<file path="config.mk">
export PLATFORM = sky130hd
export DESIGN_NAME = spi_rx_frame_ctrl
export DESIGN_NICKNAME = d
export VERILOG_FILES = /design/src/rtl/spi_rx_frame_ctrl.sv
export SDC_FILE = /design/constraint.sdc
export NUM_CORES = 1
export LEC_CHECK = 0
export CORE_AREA = 2 2 46 48
export DETAILED_ROUTE_END_ITERATION = 7
export DIE_AREA = 0 0 48 50
export PLACE_DENSITY = 0.86
export SLEW_MARGIN = 20
export SYNTH_ARGS = -nofsm -noshare
export SYNTH_HDL_FRONTEND = slang
export SYNTH_SLANG_ARGS = --single-unit
</file>
<file path="constraint.sdc">
create_clock -name clk -period 2.95 [get_ports clk]
set_input_delay 0.885 -clock clk [delete_from_list [all_inputs] [get_ports clk]]
set_output_delay 0.885 -clock clk [all_outputs]
set_load 0.005 [all_outputs]
</file>
<file path="src/rtl/spi_rx_frame_ctrl.sv">
// rtl/spi_rx_frame_ctrl.sv - SPI mode-0 receive front end: pin sync, bit framing, frame status
// Optional watchdog on stalled SCLK inside a frame: define SPI_RX_TIMEOUT_EN.
module spi_rx_frame_ctrl #(
    parameter int WL          = 96,
    parameter int SYNC_STAGES = 2,
    parameter int TIMEOUT     = 4096
) (
    input  logic                    clk,
    input  logic                    iRST_N,
    input  logic                    iSCLK,
    input  logic                    iCS_N,
    input  logic                    iMOSI,
    output logic                    oSHIFT_IN,
    output logic                    oSHIFT_EN,
    output logic                    oFRAME_START,
    output logic                    oFRAME_VALID,
    output logic                    oFRAME_ERR,
    output logic                    oOVERRUN,
    output logic [$clog2(WL+1)-1:0] oBIT_CNT,
    output logic                    oBUSY
);

    localparam int CW = $clog2(WL + 1);
    localparam logic [CW-1:0] LP_LAST_BIT = CW'(WL - 1);

    typedef enum logic [1:0] {
        ST_IDLE = 2'd0,
        ST_RECV = 2'd1,
        ST_FULL = 2'd2
    } state_t;

    logic [SYNC_STAGES-1:0] r_sclk_sync;
    logic [SYNC_STAGES-1:0] r_cs_sync;
    logic [SYNC_STAGES-1:0] r_mosi_sync;
    logic                   r_sclk_d;
    logic                   r_cs_d;
    logic                   r_post_rst;
    logic                   r_cs_armed;

    state_t                 r_state;
    state_t                 w_state_nxt;
    logic [CW-1:0]          r_bit_cnt;
    logic                   r_shift_in;
    logic                   r_shift_en;
    logic                   r_frame_start;
    logic                   r_frame_valid;
    logic                   r_frame_err;
    logic                   r_overrun;

    logic                   w_sclk_s;
    logic                   w_cs_s;
    logic                   w_mosi_s;
    logic                   w_sclk_rise;
    logic                   w_cs_fall;
    logic                   w_cs_rise;
    logic                   w_shift_en;
    logic                   w_frame_valid;
    logic                   w_frame_err;
    logic                   w_ovr_set;
    logic                   w_timeout;

    always_ff @(posedge clk) begin
        if (!iRST_N) begin
            r_sclk_sync <= '0;
            r_cs_sync   <= '1;
            r_mosi_sync <= '0;
            r_sclk_d    <= 1'b0;
            r_cs_d      <= 1'b1;
            r_post_rst  <= 1'b0;
            r_cs_armed  <= 1'b0;
        end else begin
            r_sclk_sync <= {r_sclk_sync[SYNC_STAGES-2:0], iSCLK};
            r_cs_sync   <= {r_cs_sync[SYNC_STAGES-2:0], iCS_N};
            r_mosi_sync <= {r_mosi_sync[SYNC_STAGES-2:0], iMOSI};
            r_sclk_d    <= w_sclk_s;
            r_cs_d      <= w_cs_s;
            r_post_rst  <= 1'b1;
            // A CS_N pin held low across reset must not look like a new frame start.
            r_cs_armed  <= r_cs_armed | (r_post_rst & r_cs_sync[0]);
        end
    end

    assign w_sclk_s    = r_sclk_sync[SYNC_STAGES-1];
    assign w_cs_s      = r_cs_sync[SYNC_STAGES-1];
    assign w_mosi_s    = r_mosi_sync[SYNC_STAGES-1];
    assign w_sclk_rise = w_sclk_s & ~r_sclk_d;
    assign w_cs_fall   = r_cs_armed & r_cs_d & ~w_cs_s;
    assign w_cs_rise   = ~r_cs_d & w_cs_s;

`ifdef SPI_RX_TIMEOUT_EN
    localparam int TW = $clog2(TIMEOUT + 1);
    localparam logic [TW-1:0] LP_TMO_LAST = TW'(TIMEOUT - 1);

    logic [TW-1:0] r_wdog;

    // r_wdog holds the clk cycles elapsed since the last SCLK edge (or frame start).
    always_ff @(posedge clk) begin
        if (!iRST_N) begin
            r_wdog <= '0;
        end else if (w_cs_fall || w_sclk_rise) begin
            r_wdog <= TW'(1);
        end else if (r_state == ST_RECV) begin
            r_wdog <= r_wdog + 1'b1;
        end else begin
            r_wdog <= '0;
        end
    end

    assign w_timeout = (r_state == ST_RECV) && (r_wdog == LP_TMO_LAST) && !w_sclk_rise;
`else
    assign w_timeout = (TIMEOUT < 0);
`endif

    always_ff @(posedge clk) begin
        if (!iRST_N) begin
            r_state       <= ST_IDLE;
            r_bit_cnt     <= '0;
            r_shift_in    <= 1'b0;
            r_shift_en    <= 1'b0;
            r_frame_start <= 1'b0;
            r_frame_valid <= 1'b0;
            r_frame_err   <= 1'b0;
            r_overrun     <= 1'b0;
        end else begin
            r_state       <= w_state_nxt;
            r_shift_in    <= w_mosi_s;
            r_shift_en    <= w_shift_en;
            r_frame_start <= w_cs_fall;
            r_frame_valid <= w_frame_valid;
            r_frame_err   <= w_frame_err;
            if (w_cs_fall) begin
                r_overrun <= 1'b0;
            end else if (w_ovr_set) begin
                r_overrun <= 1'b1;
            end
            if (w_cs_fall) begin
                r_bit_cnt <= '0;
            end else if (w_shift_en) begin
                r_bit_cnt <= r_bit_cnt + 1'b1;
            end
        end
    end

    always_comb begin
        w_state_nxt = r_state;
        if (w_cs_fall) begin
            w_state_nxt = ST_RECV;
        end else begin
            case (r_state)
                ST_IDLE: w_state_nxt = ST_IDLE;
                ST_RECV: begin
                    if (w_cs_rise || w_timeout) begin
                        w_state_nxt = ST_IDLE;
                    end else if (w_sclk_rise && (r_bit_cnt == LP_LAST_BIT)) begin
                        w_state_nxt = ST_FULL;
                    end
                end
                ST_FULL: begin
                    if (w_cs_rise) begin
                        w_state_nxt = ST_IDLE;
                    end
                end
                default: w_state_nxt = ST_IDLE;
            endcase
        end
    end

    // cs edges take priority over a coincident SCLK edge.
    always_comb begin
        w_shift_en    = (r_state == ST_RECV) && w_sclk_rise && !w_cs_rise && !w_cs_fall;
        w_ovr_set     = (r_state == ST_FULL) && w_sclk_rise && !w_cs_rise && !w_cs_fall;
        w_frame_err   = (r_state == ST_RECV) && !w_cs_fall && (w_cs_rise || w_timeout);
        w_frame_valid = (r_state == ST_FULL) && r_shift_en;
    end

    assign oSHIFT_IN    = r_shift_in;
    assign oSHIFT_EN    = r_shift_en;
    assign oFRAME_START = r_frame_start;
    assign oFRAME_VALID = r_frame_valid;
    assign oFRAME_ERR   = r_frame_err;
    assign oOVERRUN     = r_overrun;
    assign oBIT_CNT     = r_bit_cnt;
    assign oBUSY        = (r_state != ST_IDLE);

endmodule
</file>
-- After elaboration in Yosys (flattened, before gate mapping)
Index checks and enable logic that the tools add are counted.
- bits in registers: 25
- bits of input ports: 5
- output and inout bits: 14
- word-level logic and storage cells: 56
- add/sub/neg operators: 1
- equal/unequal tests: 7
- muxes and demuxes: 6
- bitwise operators: 10
- reductions and logical operators: 16
- operators with widths (cell ; number):
    logical AND 1 bit ; 10
    adder 7 x 1 -> 7 bit, second input constant ; 1
    == test 7 bit, second input constant ; 1
    two-way mux 2 bit ; 3
    != test 3 bit, second input constant ; 2
    AND 1 bit ; 5
    != test 4 bit, second input constant ; 1
    inverter 1 bit ; 4
    case mux 2 bit (2 select lines) ; 1
    AND reduction 2 bit ; 2
    == test 2 x 1 -> 1 bit, second input constant ; 1
    == test 2 bit, second input constant ; 1
    logical NOT 1 bit ; 2
    two-way mux 1 bit ; 2
    != test 2 bit, second input constant ; 1
    nonzero test 2 bit ; 1
    OR reduction 2 bit ; 1
    bitwise OR 1 bit ; 1

-- Depth between registers and ports, before layout
Gate-level depths: netlist of run 1.
- word-level depth: 7
- depth in mapped cells: 5
- mapped depth without buffers: 5

-- Least setup slack after synthesis of run 1
Ideal clock, no wire load.
- path type: register to output
- start: reg r_state[1]
- end: out oBUSY
- arrival: 622 ps
- data required time: 2065 ps
- path slack: 1443 ps
- cell stages (with the launch flop): 2
- path buffers: 0
- path through: dfxtp_1 or2_2
- longest elaborated chain between the ends: 1
- RTL lines (element ; RTL line ; source):
    start: declaration ; 40 ; state_t r_state;
    start signal: assignment ; 125 ; r_state <= w_state_nxt;
    nonzero test 2 bit ; 183 ; assign oBUSY = (r_state != ST_IDLE);
    end: declaration ; 20 ; output logic oBUSY
No other way between the ends.

-- Worst setup path after layout of run 1
Ends and elaborated chain as after synthesis.

==> results.ini, run 1 <==
[sta]
tightest_slew_ps=377
max_slew_margin_pct=74.8
finClkSkew_ps=6.04
fin_crit_ps=2310
hold_ws_ps=449
finalSetupViolCount=0
fmax_ghz=0.434
fin_setup_tns_ps=0
fin_crit_sh_pct=78.1
finalMaxSlewViolations=0
rsz0062_at_grt=no
final_hold_viol_count=0

[clocking]
ctsResizeCount=0
cts_num_sinks=25
cts_setup_buffers=0
ctsHoldBuffers=0
h-tree-depth=1
numCtsBuffers=3
path_clk_slew_ps=130
cts_buffer_depth=2
root_buffer=clkbuf_4
cts_tree=done
clk-insertion-delay-late_ps=320

[routing]
wl_per_cell_um=11.3
ant_nets=0
routed_wl_um=1510
via_per_inst=5.04
drcViolationCount=0
first_pass_iters=4
first_iter_violations=8
vias=675

[setup_path]
critical_path_required_ps=2070
arrival_ps=1420
start_kind=flip-flop
crit_type=flip-flop to primary output
cp_slowest_stage_delay_ps=440
crit_chain=or2_2, clkdlybuf4s50_1
slowest_stage=clkdlybuf4s50_1
end_kind=primary output
crit_fanout=4

[power]
p_leak_nw=0.414
ir_worst_vdd_uv=308
p_per_area_nw_per_um2=458

[global_route]
grt-ovfl-total=0
grt_pass1_vias=618
grt_usage_pct=15.9
grt_max_degree=16
grt_pass1_wl_um=2640
antenna_found_initial=0

[final_layout]
diodes=0
final_layout_size_suffix_gt1_share_pct=13.1
area_growth_pct=26.2
finish.utilization_pct=59.9
final-seq-area_um2=500
fillers=168
fin_area_um2=1140
multi_input_area_um2=392
final_nets=114

[yosys]
synth_top_area_share_pct=55.4
synth-xor-area-share_pct=2.91
netlist-cell-type-count=32
yosys.area.top_type=dfxtp_1
synth_area_per_cell_um2=10.4
post-synth-top-count-cell=dfxtp_1
synthFlopType=dfxtp_1
synthCells=87
synth_compound_area_share_pct=6.23
ys_seq_area_share_pct=55.4
synth.top_cells.by_count=dfxtp_1 (25), nor2_1 (8), and2_1 (7)
synth_top_family_by_area=simple AND/OR/NAND/NOR gates
syn-num-nets=93
synth_edf_count=0
synth_area_um2=903
synth.area.top_cells=dfxtp_1 (55%), and2_1 (4.8%), nor2_1 (3.3%)
yosys_warnings=0
synthMuxAreaShare_pct=1.11
ys_ff_latch=25
synthSimpleGateAreaFrac_pct=31.7
async_flop_share_pct=0
synthAdderAreaFrac_pct=1.39

[die]
io_pins=19
start_util_pct=47.5
die_h_um=50
core_area_um2=1900
num_rows=16
die_area_um2=2400
die_x_um=48

[job]
max-cap-violations=0

[placement]
place_area_um2=1110
dp_hpwl_um=1160
gp_congestion=0.816
io_buffer_count=18

[status]
status=completed

[hold_path]
hold_path.class=flip-flop to flip-flop

layout by cell type (no fill, tap or decap), types with 2 or more instances in the layout:
cell type         n
nor2_1            8
and2b_2           2
nand2_1           4
a21oi_1           5
clkdlybuf4s50_1  18
and2_1            7
nor3_1            3
dfxtp_1          25
o21ai_0           2
xnor2_1           3
o31ai_1           2
or3_2             2
clkbuf_4          3
nand2b_1          3
per-layer routing:
layer | track usage (%) | wire length [um] | vias up
li1 | - | - | 339
met1 | 19.3 | 654 | 314
met2 | 23.3 | 730 | 18
met3 | 4.40 | 67 | 4
met4 | 10.8 | 58 | 0
met5 | 0 | 0 | -
where the power goes:
part           switching (mW)  internal, mW
clock network          0.0993        0.0519
logic                  0.0107        0.0126
registers             0.00311         0.345
area by class of cell:
class	instances	area share, %
clock buffer	3	1.98
clock inverter	1	0.659
inverter	1	0.329
multi-input combinational	59	34.4
sequential	25	43.9
tap	27	2.96
timing repair buffer	18	15.8
through the flow:
stage	std cells	setup slack, ps	power, mW
2_1_floorplan	87	1440	0.369
6_report	134	645	0.522
3_3_place_gp	130	771	0.378
3_5_place_dp	130	698	0.379
5_1_grt	134	586	0.545
4_1_cts	134	634	0.526
critical path: cells and delay by family, from the launching register on:
kind | cells | cell delay, ps
DFF | 1 | 370
and+or+nand+nor | 1 | 300
buffers and inverters | 1 | 440
logic make-up (layout without fill, tap and decap cells):
logic type,Yosys count,count (layout)
buf+inv,3,23
simple gates,44,44
xor+xnor,3,3
fa+ha+maj,1,1
compound gates,10,10
flops,25,25
mux,1,1
sequential cells by signal (all words and copies together) (netlist names), 2 cells and up:
register,cells
r_sclk_sync,2
r_cs_sync,2
r_mosi_sync,2
oBIT_CNT,7
r_state,2
path summary, 6_finish.rpt:
check,from,to,slack (ps),depth (start not counted)
worst max-delay path,r_state[1]$_SDFFE_PP0P_,oBUSY,640,2
worst min-delay path,r_sclk_sync[0]$_SDFF_PN0_,r_sclk_sync[1]$_SDFF_PN0_,450,1
worst max register to register,oBIT_CNT[0]$_SDFFE_PP0P_,oBIT_CNT[6]$_SDFFE_PP0P_,1450,5
worst min register to register,r_sclk_sync[0]$_SDFF_PN0_,r_sclk_sync[1]$_SDFF_PN0_,450,1
Power figures use the tool's default switching activity.
==> run 2, diff against run 1 <==
--- a/config.mk
+++ b/config.mk
@@ -5,10 +5,10 @@
 export SDC_FILE = /design/constraint.sdc
 export NUM_CORES = 1
 export LEC_CHECK = 0
-export CORE_AREA = 2 2 46 48
+export CORE_AREA = 2 2 47 49
 export DETAILED_ROUTE_END_ITERATION = 7
-export DIE_AREA = 0 0 48 50
-export PLACE_DENSITY = 0.86
+export DIE_AREA = 0 0 49 51
+export PLACE_DENSITY = 0.84
 export SLEW_MARGIN = 20
 export SYNTH_ARGS = -nofsm -noshare
 export SYNTH_HDL_FRONTEND = slang
==> constraint.sdc (replaced) <==
create_clock -name clk -period 2.3 [get_ports clk]
set_input_delay 0.69 -clock clk [delete_from_list [all_inputs] [get_ports clk]]
set_output_delay 0.69 -clock clk [all_outputs]
set_load 0.005 [all_outputs]
==> results.ini, run 2 (synthesized netlist as in run 1, its figures left out) <==
[power]
p_leak_nw=0.422
ir_worst_vdd_uv=412
p_per_area_nw_per_um2=582

[setup_path]
r2r_start=oBIT_CNT[0]$_SDFFE_PP0P_
arrival_ps=1420
start_kind=flip-flop
worstRegToRegCells=5
critical_path_required_ps=1610
crit_fanout=4
r2r-end=oBIT_CNT[6]$_SDFFE_PP0P_
crit_type=flip-flop to primary output
end_kind=primary output
r2r_slack_ps=800

[placement]
dp_hpwl_um=1170
gp_congestion=0.721
io_buffer_count=18

[routing]
routed_wl_um=1560
drcViolationCount=0
drt-met1-wl_um=678
top_layer=met3
wl_per_cell_um=11.4
vias=686
first_iter_violations=13
ant_nets=0
wl_met2_um=815
dr_wl_met3_um=61
via_per_inst=5.04
first_pass_iters=4

[global_route]
grt-ovfl-total=0
grt_pass1_wl_um=2500
grt_usage_pct=12.7
grt_pass1_vias=601
antenna_found_initial=0
grt_max_degree=15

[clocking]
root_buffer=clkbuf_4
cts_buffer_depth=2
ctsHoldBuffers=0
cts_setup_buffers=0
ctsResizeCount=0
cts_tree=done
cts_num_sinks=25
path_clk_slew_ps=130
numCtsBuffers=3
h-tree-depth=1
clk-insertion-delay-late_ps=310

[hold_path]
hp-start=r_mosi_sync[0]$_SDFF_PN0_
hold-path-endpoint=r_mosi_sync[1]$_SDFF_PN0_
hold_path.class=flip-flop to flip-flop
whs_path_depth=1

[final_layout]
largest_reg_flops=7
area_growth_pct=26.9
final_layout_size_suffix_gt1_share_pct=13.9
layout_common_cells=dfxtp_1 (25), clkdlybuf4s50_1 (18), nor2_1 (8), and2_1 (7), a21oi_1 (5)
fillers=197
multi_input_area_um2=392
final_nets=115
final_common_cell=dfxtp_1
final-seq-area_um2=500
diodes=0

[sta]
tightest_slew_ps=369
fmax_ghz=0.474
fin_crit_sh_pct=91.7
hold_ws_ps=455
fin_crit_ps=2110
max_slew_margin_pct=75.3
finalMaxSlewViolations=0
rsz0062_at_grt=no
finClkSkew_ps=4.14
final_hold_viol_count=0
fin_setup_tns_ps=0
finalSetupViolCount=0

[die]
core_area_um2=2060
start_util_pct=43.8
die_h_um=51
die_x_um=49
die_area_um2=2500
io_pins=19
num_rows=17

[status]
status=completed

[job]
max-cap-violations=0

run 2: cell count changes in the layout (fill, tap and decap cells not counted), sizes merged:
cell / before / now
buf: 0 / 1
clkinvlp: 1 / 0
clkinv: 0 / 1
run 2: report_power, final:
group	switching, mW	total, mW	internal [mW]
clock	0.124	0.189	0.0649
sequential	0.00439	0.447	0.442
combinational	0.0141	0.0313	0.0172
total	0.143	0.667	0.525
run 2: metal layers:
layer | track usage [%] | vias to the layer above
li1 | - | 342
met1 | 14.5 | 326
met2 | 24.7 | 18
met3 | 1.75 | 0
met4 | 3.33 | 0
met5 | 0 | -
run 2: how the worst max path moves through the flow:
stage,startpoint,to,slack (ps)
finish,r_state[1]$_SDFFE_PP0P_,oBUSY,190
global route,r_state[1]$_SDFFE_PP0P_,oBUSY,120
CTS,r_state[1]$_SDFFE_PP0P_,oBUSY,180
detailed placement,r_state[1]$_SDFFE_PP0P_,oBUSY,540
global placement,r_state[1]$_SDFFE_PP0P_,oBUSY,550
floorplan,oBIT_CNT[0]$_SDFFE_PP0P_,oBIT_CNT[6]$_SDFFE_PP0P_,910
run 2: final cells by class:
type                    count  area share, %
flip-flops and latches     25           43.7
multi-input cells          59           34.2
repair buffers             19           16.4
well taps                  28           3.06
clock buffers               3           1.97
clock inverters             1          0.437
inverters                   1          0.328
run 2: metrics by stage:
stage               std cells  worst slack, ps  cell area, um^2  utilization [%]  power, mW
floorplan                  87              914              903                -      0.473
global placement          132              551             1120             54.2      0.486
detailed placement        132              543             1120             54.2      0.488
CTS                       136              183             1150             55.5      0.670
global route              136              124             1150             55.5      0.696
finish                    136              191             1150             55.5      0.667
run 2: worst max-delay path, stage by stage (launching register included):
cell	delay (ps)
dfxtp_1	370
or2_2	300
clkdlybuf4s50_1	440
